File: src/rtl/sweep_learn_meas_pkg.sv
// Shared definitions for the learn-mode sweep: FSM encoding, amplitude width and the
// default sweep constants also used by the frequency stepper.
package sweep_learn_meas_pkg;

    typedef enum logic [2:0] {
        ST_IDLE,
        ST_SETTLE,
        ST_MEASURE,
        ST_STORE,
        ST_STEP,
        ST_DONE
    } state_t;

    localparam int DEF_DW          = 10;
    localparam int DEF_N_STEPS     = 96;
    localparam int DEF_ADDR_W      = 7;
    localparam int FIRST_FREQ_WORD = 4;

    // One extra bit so that a full-scale peak-to-peak span cannot overflow.
    function automatic int amp_width(input int dw);
        return dw + 1;
    endfunction

endpackage

File: src/rtl/sweep_amp_detect.sv
// Amplitude detector over a window of MEAS_SAMPLES valid samples: peak-to-peak by default,
// mean of |x| when AMP_MEAN_ABS_EN is defined. done_o flags the last sample of the window.
module sweep_amp_detect
    import sweep_learn_meas_pkg::*;
#(
    parameter int DW           = DEF_DW,
    parameter int MEAS_SAMPLES = 4096
) (
    input  logic          clk_50m,
    input  logic          rst,
    input  logic          clear_i,
    input  logic          valid_i,
    input  logic [DW-1:0] data_i,
    output logic          done_o,
    output logic [DW:0]   amp_o
);

    localparam int LOG2_N = $clog2(MEAS_SAMPLES);
    localparam int AMP_W  = amp_width(DW);
    localparam logic signed [DW-1:0] POS_MAX = {1'b0, {(DW-1){1'b1}}};
    localparam logic signed [DW-1:0] NEG_MAX = {1'b1, {(DW-1){1'b0}}};

    logic signed [DW-1:0] sample;
    logic [LOG2_N-1:0]    cnt_q, cnt_d;

    assign sample = $signed(data_i);
    assign done_o = valid_i && !clear_i && (cnt_q == {LOG2_N{1'b1}});

    always_comb begin
        cnt_d = cnt_q;
        if (clear_i) begin
            cnt_d = '0;
        end else if (valid_i) begin
            cnt_d = cnt_q + 1'b1;
        end
    end

    always_ff @(posedge clk_50m) begin
        if (rst) begin
            cnt_q <= '0;
        end else begin
            cnt_q <= cnt_d;
        end
    end

`ifdef AMP_MEAN_ABS_EN
    localparam int ACC_W = DW + LOG2_N;

    logic [ACC_W-1:0] acc_q, acc_d;

    // The most negative code has no positive twin; clamp it to the largest magnitude.
    function automatic logic [DW-2:0] abs_sat(input logic signed [DW-1:0] x);
        logic signed [DW-1:0] neg;
        neg = -x;
        if (x == NEG_MAX) begin
            return POS_MAX[DW-2:0];
        end else if (x < 0) begin
            return neg[DW-2:0];
        end else begin
            return x[DW-2:0];
        end
    endfunction

    always_comb begin
        acc_d = acc_q;
        if (clear_i) begin
            acc_d = '0;
        end else if (valid_i) begin
            acc_d = acc_q + ACC_W'(abs_sat(sample));
        end
    end

    always_ff @(posedge clk_50m) begin
        if (rst) begin
            acc_q <= '0;
        end else begin
            acc_q <= acc_d;
        end
    end

    assign amp_o = {1'b0, acc_q[ACC_W-1:LOG2_N]};
`else
    logic signed [DW-1:0] min_q, min_d;
    logic signed [DW-1:0] max_q, max_d;

    function automatic logic [AMP_W-1:0] span(input logic signed [DW-1:0] hi,
                                              input logic signed [DW-1:0] lo);
        logic signed [AMP_W-1:0] d;
        d = {hi[DW-1], hi} - {lo[DW-1], lo};
        return d[AMP_W-1] ? '0 : d;
    endfunction

    always_comb begin
        min_d = min_q;
        max_d = max_q;
        if (clear_i) begin
            min_d = POS_MAX;
            max_d = NEG_MAX;
        end else if (valid_i) begin
            if (sample < min_q) min_d = sample;
            if (sample > max_q) max_d = sample;
        end
    end

    always_ff @(posedge clk_50m) begin
        if (rst) begin
            min_q <= '0;
            max_q <= '0;
        end else begin
            min_q <= min_d;
            max_q <= max_d;
        end
    end

    assign amp_o = span(max_q, min_q);
`endif

endmodule

File: src/rtl/sweep_learn_meas.sv
// Learn-mode receive sequencer: settle, measure amplitude, store one word per frequency step,
// pulse next_freq, repeat N_STEPS times. Define AMP_MEAN_ABS_EN for mean-|x| amplitude.
module sweep_learn_meas
    import sweep_learn_meas_pkg::*;
#(
    parameter int SETTLE_CYC   = 50000,
    parameter int MEAS_SAMPLES = 4096,
    parameter int N_STEPS      = DEF_N_STEPS,
    parameter int ADDR_W       = DEF_ADDR_W,
    parameter int DW           = DEF_DW,
    parameter int PULSE_CYC    = 4
) (
    input  logic              clk_50m,
    input  logic              rst,
    input  logic              learn_en,
    input  logic              adc_valid,
    input  logic [DW-1:0]     adc_data,
    output logic              next_freq,
    output logic              amp_we,
    output logic [ADDR_W-1:0] amp_addr,
    output logic [DW:0]       amp_data,
    output logic              learn_busy,
    output logic              learn_done
);

    localparam int CNT_MAX = (SETTLE_CYC > PULSE_CYC) ? SETTLE_CYC : PULSE_CYC;
    localparam int CNT_W   = $clog2(CNT_MAX + 1);
    localparam logic [CNT_W-1:0]  SETTLE_LAST = CNT_W'(SETTLE_CYC - 1);
    localparam logic [CNT_W-1:0]  PULSE_LAST  = CNT_W'(PULSE_CYC - 1);
    localparam logic [ADDR_W-1:0] IDX_LAST    = ADDR_W'(N_STEPS - 1);

    state_t            state_q, state_d;
    logic [CNT_W-1:0]  cnt_q, cnt_d;
    logic [ADDR_W-1:0] idx_q, idx_d;
    logic              learn_en_q;
    logic              learn_rise;
    logic              meas_clear;
    logic              meas_valid;
    logic              meas_done;
    logic [DW:0]       meas_amp;

    assign learn_rise = learn_en && !learn_en_q;
    assign meas_clear = (state_q == ST_SETTLE);
    assign meas_valid = adc_valid && (state_q == ST_MEASURE);

    sweep_amp_detect #(
        .DW          (DW),
        .MEAS_SAMPLES(MEAS_SAMPLES)
    ) u_amp_detect (
        .clk_50m(clk_50m),
        .rst    (rst),
        .clear_i(meas_clear),
        .valid_i(meas_valid),
        .data_i (adc_data),
        .done_o (meas_done),
        .amp_o  (meas_amp)
    );

    // learn_en_q resets high so a level held through reset is not mistaken for a new request.
    always_ff @(posedge clk_50m) begin
        if (rst) begin
            state_q    <= ST_IDLE;
            cnt_q      <= '0;
            idx_q      <= '0;
            learn_en_q <= 1'b1;
        end else begin
            state_q    <= state_d;
            cnt_q      <= cnt_d;
            idx_q      <= idx_d;
            learn_en_q <= learn_en;
        end
    end

    always_comb begin
        state_d    = state_q;
        cnt_d      = cnt_q;
        idx_d      = idx_q;
        next_freq  = 1'b0;
        amp_we     = 1'b0;
        amp_addr   = '0;
        amp_data   = '0;
        learn_busy = 1'b0;
        learn_done = 1'b0;

        unique case (state_q)
            ST_IDLE: begin
                cnt_d = '0;
                idx_d = '0;
                if (learn_rise) state_d = ST_SETTLE;
            end
            ST_SETTLE: begin
                learn_busy = 1'b1;
                if (cnt_q == SETTLE_LAST) begin
                    cnt_d   = '0;
                    state_d = ST_MEASURE;
                end else begin
                    cnt_d = cnt_q + 1'b1;
                end
            end
            ST_MEASURE: begin
                learn_busy = 1'b1;
                if (meas_done) state_d = ST_STORE;
            end
            ST_STORE: begin
                learn_busy = 1'b1;
                amp_we     = learn_en;
                amp_addr   = idx_q;
                amp_data   = meas_amp;
                cnt_d      = '0;
                state_d    = (idx_q == IDX_LAST) ? ST_DONE : ST_STEP;
            end
            ST_STEP: begin
                learn_busy = 1'b1;
                next_freq  = 1'b1;
                if (cnt_q == PULSE_LAST) begin
                    cnt_d   = '0;
                    idx_d   = idx_q + 1'b1;
                    state_d = ST_SETTLE;
                end else begin
                    cnt_d = cnt_q + 1'b1;
                end
            end
            ST_DONE: begin
                learn_done = 1'b1;
            end
            default: begin
                state_d = ST_IDLE;
            end
        endcase

        // Dropping learn_en abandons the sweep from anywhere, including DONE.
        if (state_q != ST_IDLE && !learn_en) begin
            state_d = ST_IDLE;
            cnt_d   = '0;
            idx_d   = '0;
        end
    end

endmodule

File: config.mk
export PLATFORM = sky130hd
export DESIGN_NAME = sweep_learn_meas
export DESIGN_NICKNAME = d
export VERILOG_FILES = /design/src/rtl/sweep_learn_meas_pkg.sv /design/src/rtl/sweep_amp_detect.sv /design/src/rtl/sweep_learn_meas.sv
export SDC_FILE = /design/constraint.sdc
export NUM_CORES = 1
export LEC_CHECK = 0
export CAP_MARGIN = 15
export CORE_MARGIN = 10
export CORE_UTILIZATION = 37
export CTS_CLUSTER_DIAMETER = 50
export DETAILED_ROUTE_END_ITERATION = 10
export SLEW_MARGIN = 25
export SYNTH_ARGS = -nofsm -noshare
export SYNTH_HDL_FRONTEND = slang
export SYNTH_SLANG_ARGS = --single-unit
File: constraint.sdc
create_clock -name clk_50m -period 5.45 [get_ports clk_50m]
set_input_delay 0.545 -clock clk_50m [delete_from_list [all_inputs] [get_ports clk_50m]]
set_output_delay 0.545 -clock clk_50m [all_outputs]
set_load 0.005 [all_outputs]
==> results of run 1 <==
## through the flow
| step | setup slack (ps) | util | power [mW] | cells |
|---|---|---|---|---|
| after global routing | 927 | 0.436 | 1.18 | 661 |
| final | 1110 | 0.436 | 1.11 | 661 |
| after CTS | 1140 | 0.436 | 1.12 | 661 |
| after floorplan | 2550 | - | 0.680 | 488 |
| after detailed placement | 1540 | 0.419 | 0.750 | 645 |
| after global placement | 1660 | 0.419 | 0.747 | 645 |
## critical path, stage by stage (launching register included)
cell and delay, ps:
dfxtp_1 350, inv_1 70, ha_1 160, inv_1 60, fa_1 430, a211oi_1 390
o21bai_1 160, a2111oi_0 730, nor4_1 130, nor4_1 400, clkdlybuf4s50_1 580
## worst min path at each step
stage	cells after the start	startpoint	to	slack (ps)
2_1_floorplan	2	u_amp_detect.min_q[9]	u_amp_detect.min_q[9]	430
3_3_place_gp	2	u_amp_detect.min_q[9]	u_amp_detect.min_q[9]	440
3_5_place_dp	2	u_amp_detect.min_q[9]	u_amp_detect.min_q[9]	460
4_1_cts	2	u_amp_detect.min_q[9]	u_amp_detect.min_q[9]	470
5_1_grt	2	u_amp_detect.min_q[9]	u_amp_detect.min_q[9]	490
6_report	2	u_amp_detect.min_q[9]	u_amp_detect.min_q[9]	470
## routing by layer
layer / part of all wire / global-route usage / wire (µm)
met5: 0 / 0 / 0
met4: 0.016 / 0.0576 / 170
met3: 0.026 / 0.0283 / 280
met2: 0.48 / 0.225 / 5200
met1: 0.48 / 0.168 / 5140
## cell usage in the layout (no fill, tap or decap), types with 4 or more instances in the layout
master and instances:
a211oi_1 20, a21oi_1 15, a221o_1 9, a22oi_1 9, a311o_1 5, a31oi_1 5
and2_1 14, and3_1 9, clkbuf_8 9, clkdlybuf4s50_1 34, dfxtp_1 59, ha_1 32
inv_1 32, nand2_1 25, nand2b_1 4, nand3_1 14, nand4_1 14, nor2_1 49
nor2b_1 5, nor3_1 14, nor3b_1 4, nor4_1 6, o21a_1 4, o21ai_0 11
o21ai_1 5, o311a_1 6, xnor2_1 16, xor2_1 13
## state kept, by name, summed over array words and instances (netlist names)
signal and cells:
state_q 3, cnt_q 16, u_amp_detect.min_q 10, u_amp_detect.max_q 10, idx_q 7, learn_en_q 1
u_amp_detect.cnt_q 12
## area by class of cell
| class | count | share of cell area |
|---|---|---|
| Multi-Input combinational cell | 376 | 0.574 |
| Sequential cell | 59 | 0.249 |
| Timing Repair Buffer | 36 | 0.0749 |
| Tap cell | 140 | 0.0369 |
| Inverter | 34 | 0.0274 |
| Clock buffer | 9 | 0.0261 |
| Clock inverter | 7 | 0.0113 |
## cell families (layout without fill, tap and decap cells)
kind of cell,after synthesis,count (layout),synth area share
AOI/OAI and AO/OA,126,126,0.236
xor gates and xnor gates,29,29,0.0617
adders and majority gates,33,33,0.102
buffers and inverters,53,86,0.0522
DFF,59,59,0.287
muxes,5,5,0.0128
other,1,1,0.000910
and+or+nand+nor,182,182,0.248
## power by group
group | switching, mW | internal (mW) | leakage, nW
clock network | 0.199 | 0.167 | 0.0818
registers | 0.0162 | 0.446 | 0.477
logic | 0.166 | 0.117 | 1.07
==> flow_summary.ini, run 1 <==
[sta]
period_share = 0.797
post-route-min-period_ps = 4340
hold_ws_ps = 469
setup_tns_ps = 0
finalClockSkew_ps = 5.44
worst_slew_pin_slew_ps = 989
relSlewSlack = 0.336
rsz0062_at_grt = no
slew_viol_final = 0
hold_viol = 0
setup_viol = 0
fmax_mhz = 230

[clock_network]
clk_pin_slew_worst_paths_ps = 70
root_buffer = clkbuf_8
htree_num_levels = 3
cts_hold_buf = 0
cts_tree = yes
cts_resized = 0
insertion_delay_ps = 350
cts_setup_buffers = 0
clock_sinks = 59
clockBufferDepth = 2
cts_buffers = 9

[critical_path]
reg2reg_from = state_q[1]
r2r_slack_ps = 2860
ff2ff_path_depth = 5
cp.arrival_ps = 3800
crit_start = u_amp_detect.max_q[0]
cp-start-kind = flip-flop
crit_path_end = amp_data[8]
crit_path_end_kind = primary output
worstPathRequired_ps = 4910
reg2reg_to = u_amp_detect.max_q[1]
critPathKind = flip-flop to primary output
cp_max_fo = 4

[drt]
drtIter0Drc = 291
ant_nets = 0
via_per_inst = 5.71
via_count = 3776
finalWirelength_um = 10800
wire_per_inst_um = 16.3
drc = 0
drt_first_pass_iters = 5

[power_and_ir_drop]
ir_worst_vdd_uv = 112
power_leakage_nw = 1.63
power.density_mw_per_mm2 = 234

[cells_and_area]
nets = 563
multi_input_area_mm2 = 0.00272
register_area_mm2 = 0.00118
num_antenna_cells = 0
fillCellCount = 1038
area_growth_pct = 15.1
drive_gt1_frac = 0.0768
finalInstanceArea_mm2 = 0.00474

[hold_path]
hold_path_class = flip-flop to flip-flop

[yosys]
synth_top_cell_by_area = dfxtp_1
yosys_warnings = 0
async_flop_share = 0
synth.net_count = 535
ys.flop_type = dfxtp_1
synth_seq_cells = 59
netlist_area_mm2 = 0.00412
synth_cell_types = 72
synth_common_cells = dfxtp_1, nor2_1, ha_1, inv_1, nand2_1
netlist.area_leader.share = 0.287
synth.avg_cell_area_um2 = 8.44
yosysSeqAreaShare = 0.287
synthTopCellsByArea = dfxtp_1, ha_1, nor2_1
syn_inst = 488
synth_edf_count = 0
yosysMostFrequentCell = dfxtp_1

[global_routing]
grt_pass1_vias = 3634
grt_usage = 0.136
overflow = 0
grt_start_max_net_pins = 29
antenna_found_initial = 0
grt_pass1_wl_um = 18300

[floorplan]
die_h_um = 126
row_count = 38
initial_core_util = 0.378
core-area_mm2 = 0.0109
dieArea_mm2 = 0.0158
io_pins = 36
die_w_um = 126

[run]
cap_violations = 0

[placed_design]
portBuffers = 34
placed_cell_area_mm2 = 0.00456
dp_hpwl_um = 8040
gp_congestion = 0.832

[run_status]
status = finished, final reports clean
No activity file was read; power rests on OpenSTA's default activity.
==> run 2, diff against run 1 <==
Clock period 5.45 ns to 4.5 ns, I/O delays scaled along.
==> flow_summary.ini, run 2 (synthesis results as in run 1) <==
[critical_path]
reg2reg_to = u_amp_detect.max_q[5]
crit_start = u_amp_detect.max_q[0]
worstPathRequired_ps = 4050
ff2ff_path_depth = 5
r2r_slack_ps = 1870
reg2reg_from = state_q[1]
crit_path_end = amp_data[8]
cp-start-kind = flip-flop
cp_cell_sequence = inv_1, ha_1, inv_1, fa_1, a211oi_1, o21bai_1, a2111oi_0, nor4_1, nor4_1, clkdlybuf4s50_1
worst_path_max_delay_cell = a2111oi_0
crit_path_end_kind = primary output
critPathKind = flip-flop to primary output
cp.arrival_ps = 3720
cp_max_fo = 4
slowest_delay_ps = 650

[drt]
via_count = 3731
ant_nets = 0
wire_per_inst_um = 16.3
drtIter0Drc = 408
finalWirelength_um = 10800
drc = 0
via_per_inst = 5.65
drt_first_pass_iters = 8

[clock_network]
root_buffer = clkbuf_8
clock_sinks = 59
cts_hold_buf = 0
cts_tree = yes
cts_resized = 0
cts_setup_buffers = 0
clockBufferDepth = 2
cts_buffers = 9
htree_num_levels = 3
clk_pin_slew_worst_paths_ps = 60
insertion_delay_ps = 350

[placed_design]
dp_hpwl_um = 8010
place_inst = 645
gp_congestion = 0.832
portBuffers = 34
placed_cell_area_mm2 = 0.00456
place_ws_ps = 714

[global_routing]
overflow = 0
antenna_found_initial = 0
grt_pass1_wl_um = 18300
grt_pass1_vias = 3622
grt_start_max_net_pins = 29
grt_usage = 0.136

[cells_and_area]
top_regs = cnt_q (16), u_amp_detect.cnt_q (12)
largest-register = cnt_q
num_antenna_cells = 0
utilization = 0.439
final_common_cell = dfxtp_1
area_growth_pct = 16.0
drive_gt1_frac = 0.0750
finalInstanceArea_mm2 = 0.00478
nets = 563
layout_common_cells = dfxtp_1, nor2_1, clkdlybuf4s50_1
fin_cells = 660
largest_reg_flops = 16

[sta]
finalClockSkew_ps = 7.89
timing.final.ws_setup_ps = 329
post-route-min-period_ps = 4170
setup_viol = 0
relSlewSlack = 0.334
period_share = 0.927
worst_slew_pin_slew_ps = 992
fmax_mhz = 240
setup_tns_ps = 0
slew_viol_final = 0
hold_ws_ps = 464
hold_viol = 0
rsz0062_at_grt = no

[floorplan]
dieArea_mm2 = 0.0158
core-area_mm2 = 0.0109
initial_core_util = 0.378
die_w_um = 126
io_pins = 36
die_h_um = 126
row_count = 38

[hold_path]
hold_path_class = flip-flop to flip-flop

[power_and_ir_drop]
switchingPower_uw = 440
power_leakage_nw = 1.66
seq_power_share = 0.388
intPower_mw = 1.00
finalPower_mw = 1.44
comb_power_share = 0.236
swShare = 0.305
ir_worst_vdd_uv = 180
power_frac_clock = 0.376
power.density_mw_per_mm2 = 302

[run]
cap_violations = 0

[run_status]
status = finished, final reports clean
## run 2: cell count changes in the layout (fill, tap and decap cells not counted), sizes merged
cell / change
bufinv: +2
clkinvlp: -2
clkbuf: +1
clkinv: -1
inv: -1
## run 2: critical path: cells and delay by family (launching register included)
family / cells / cell delay [ps]
AOI/OAI and AO/OA: 3 / 1200
adders and majority gates: 2 / 600
buffers and inverters: 3 / 710
and+or+nand+nor: 2 / 530
DFF: 1 / 340
## run 2: layout make-up
type	count	area (µm²)
timing repair buffer	36	355
tap	140	175
inverter	34	130
fill	1033	6110
clock buffer	10	138
clock inverter	5	77.6
sequential	59	1180
multi-input combinational	376	2720
## run 2: power groups by stage
stage / clock (mW) / combinational, mW / sequential [mW]
after floorplan: 0 / 0.262 / 0.562
after global placement: 0 / 0.334 / 0.571
after detailed placement: 0 / 0.337 / 0.571
after CTS: 0.557 / 0.340 / 0.560
after global routing: 0.579 / 0.385 / 0.563
final: 0.543 / 0.341 / 0.560
## run 2: worst min path at each step
stage	from	endpoint	slack, ps	depth (start not counted)
after floorplan	u_amp_detect.min_q[9]	u_amp_detect.min_q[9]	430	2
after global placement	u_amp_detect.min_q[9]	u_amp_detect.min_q[9]	440	2
after detailed placement	u_amp_detect.min_q[9]	u_amp_detect.min_q[9]	450	2
after CTS	u_amp_detect.min_q[9]	u_amp_detect.min_q[9]	470	2
after global routing	u_amp_detect.min_q[9]	u_amp_detect.min_q[9]	490	2
final	u_amp_detect.min_q[9]	u_amp_detect.min_q[9]	460	2
## run 2: per-layer routing
layer	track usage	vias to the layer above	wire [µm]
li1	-	1878	-
met2	0.219	73	5120
met1	0.170	1765	5030
met4	0.0508	0	197
met5	0	-	0
met3	0.0363	15	402
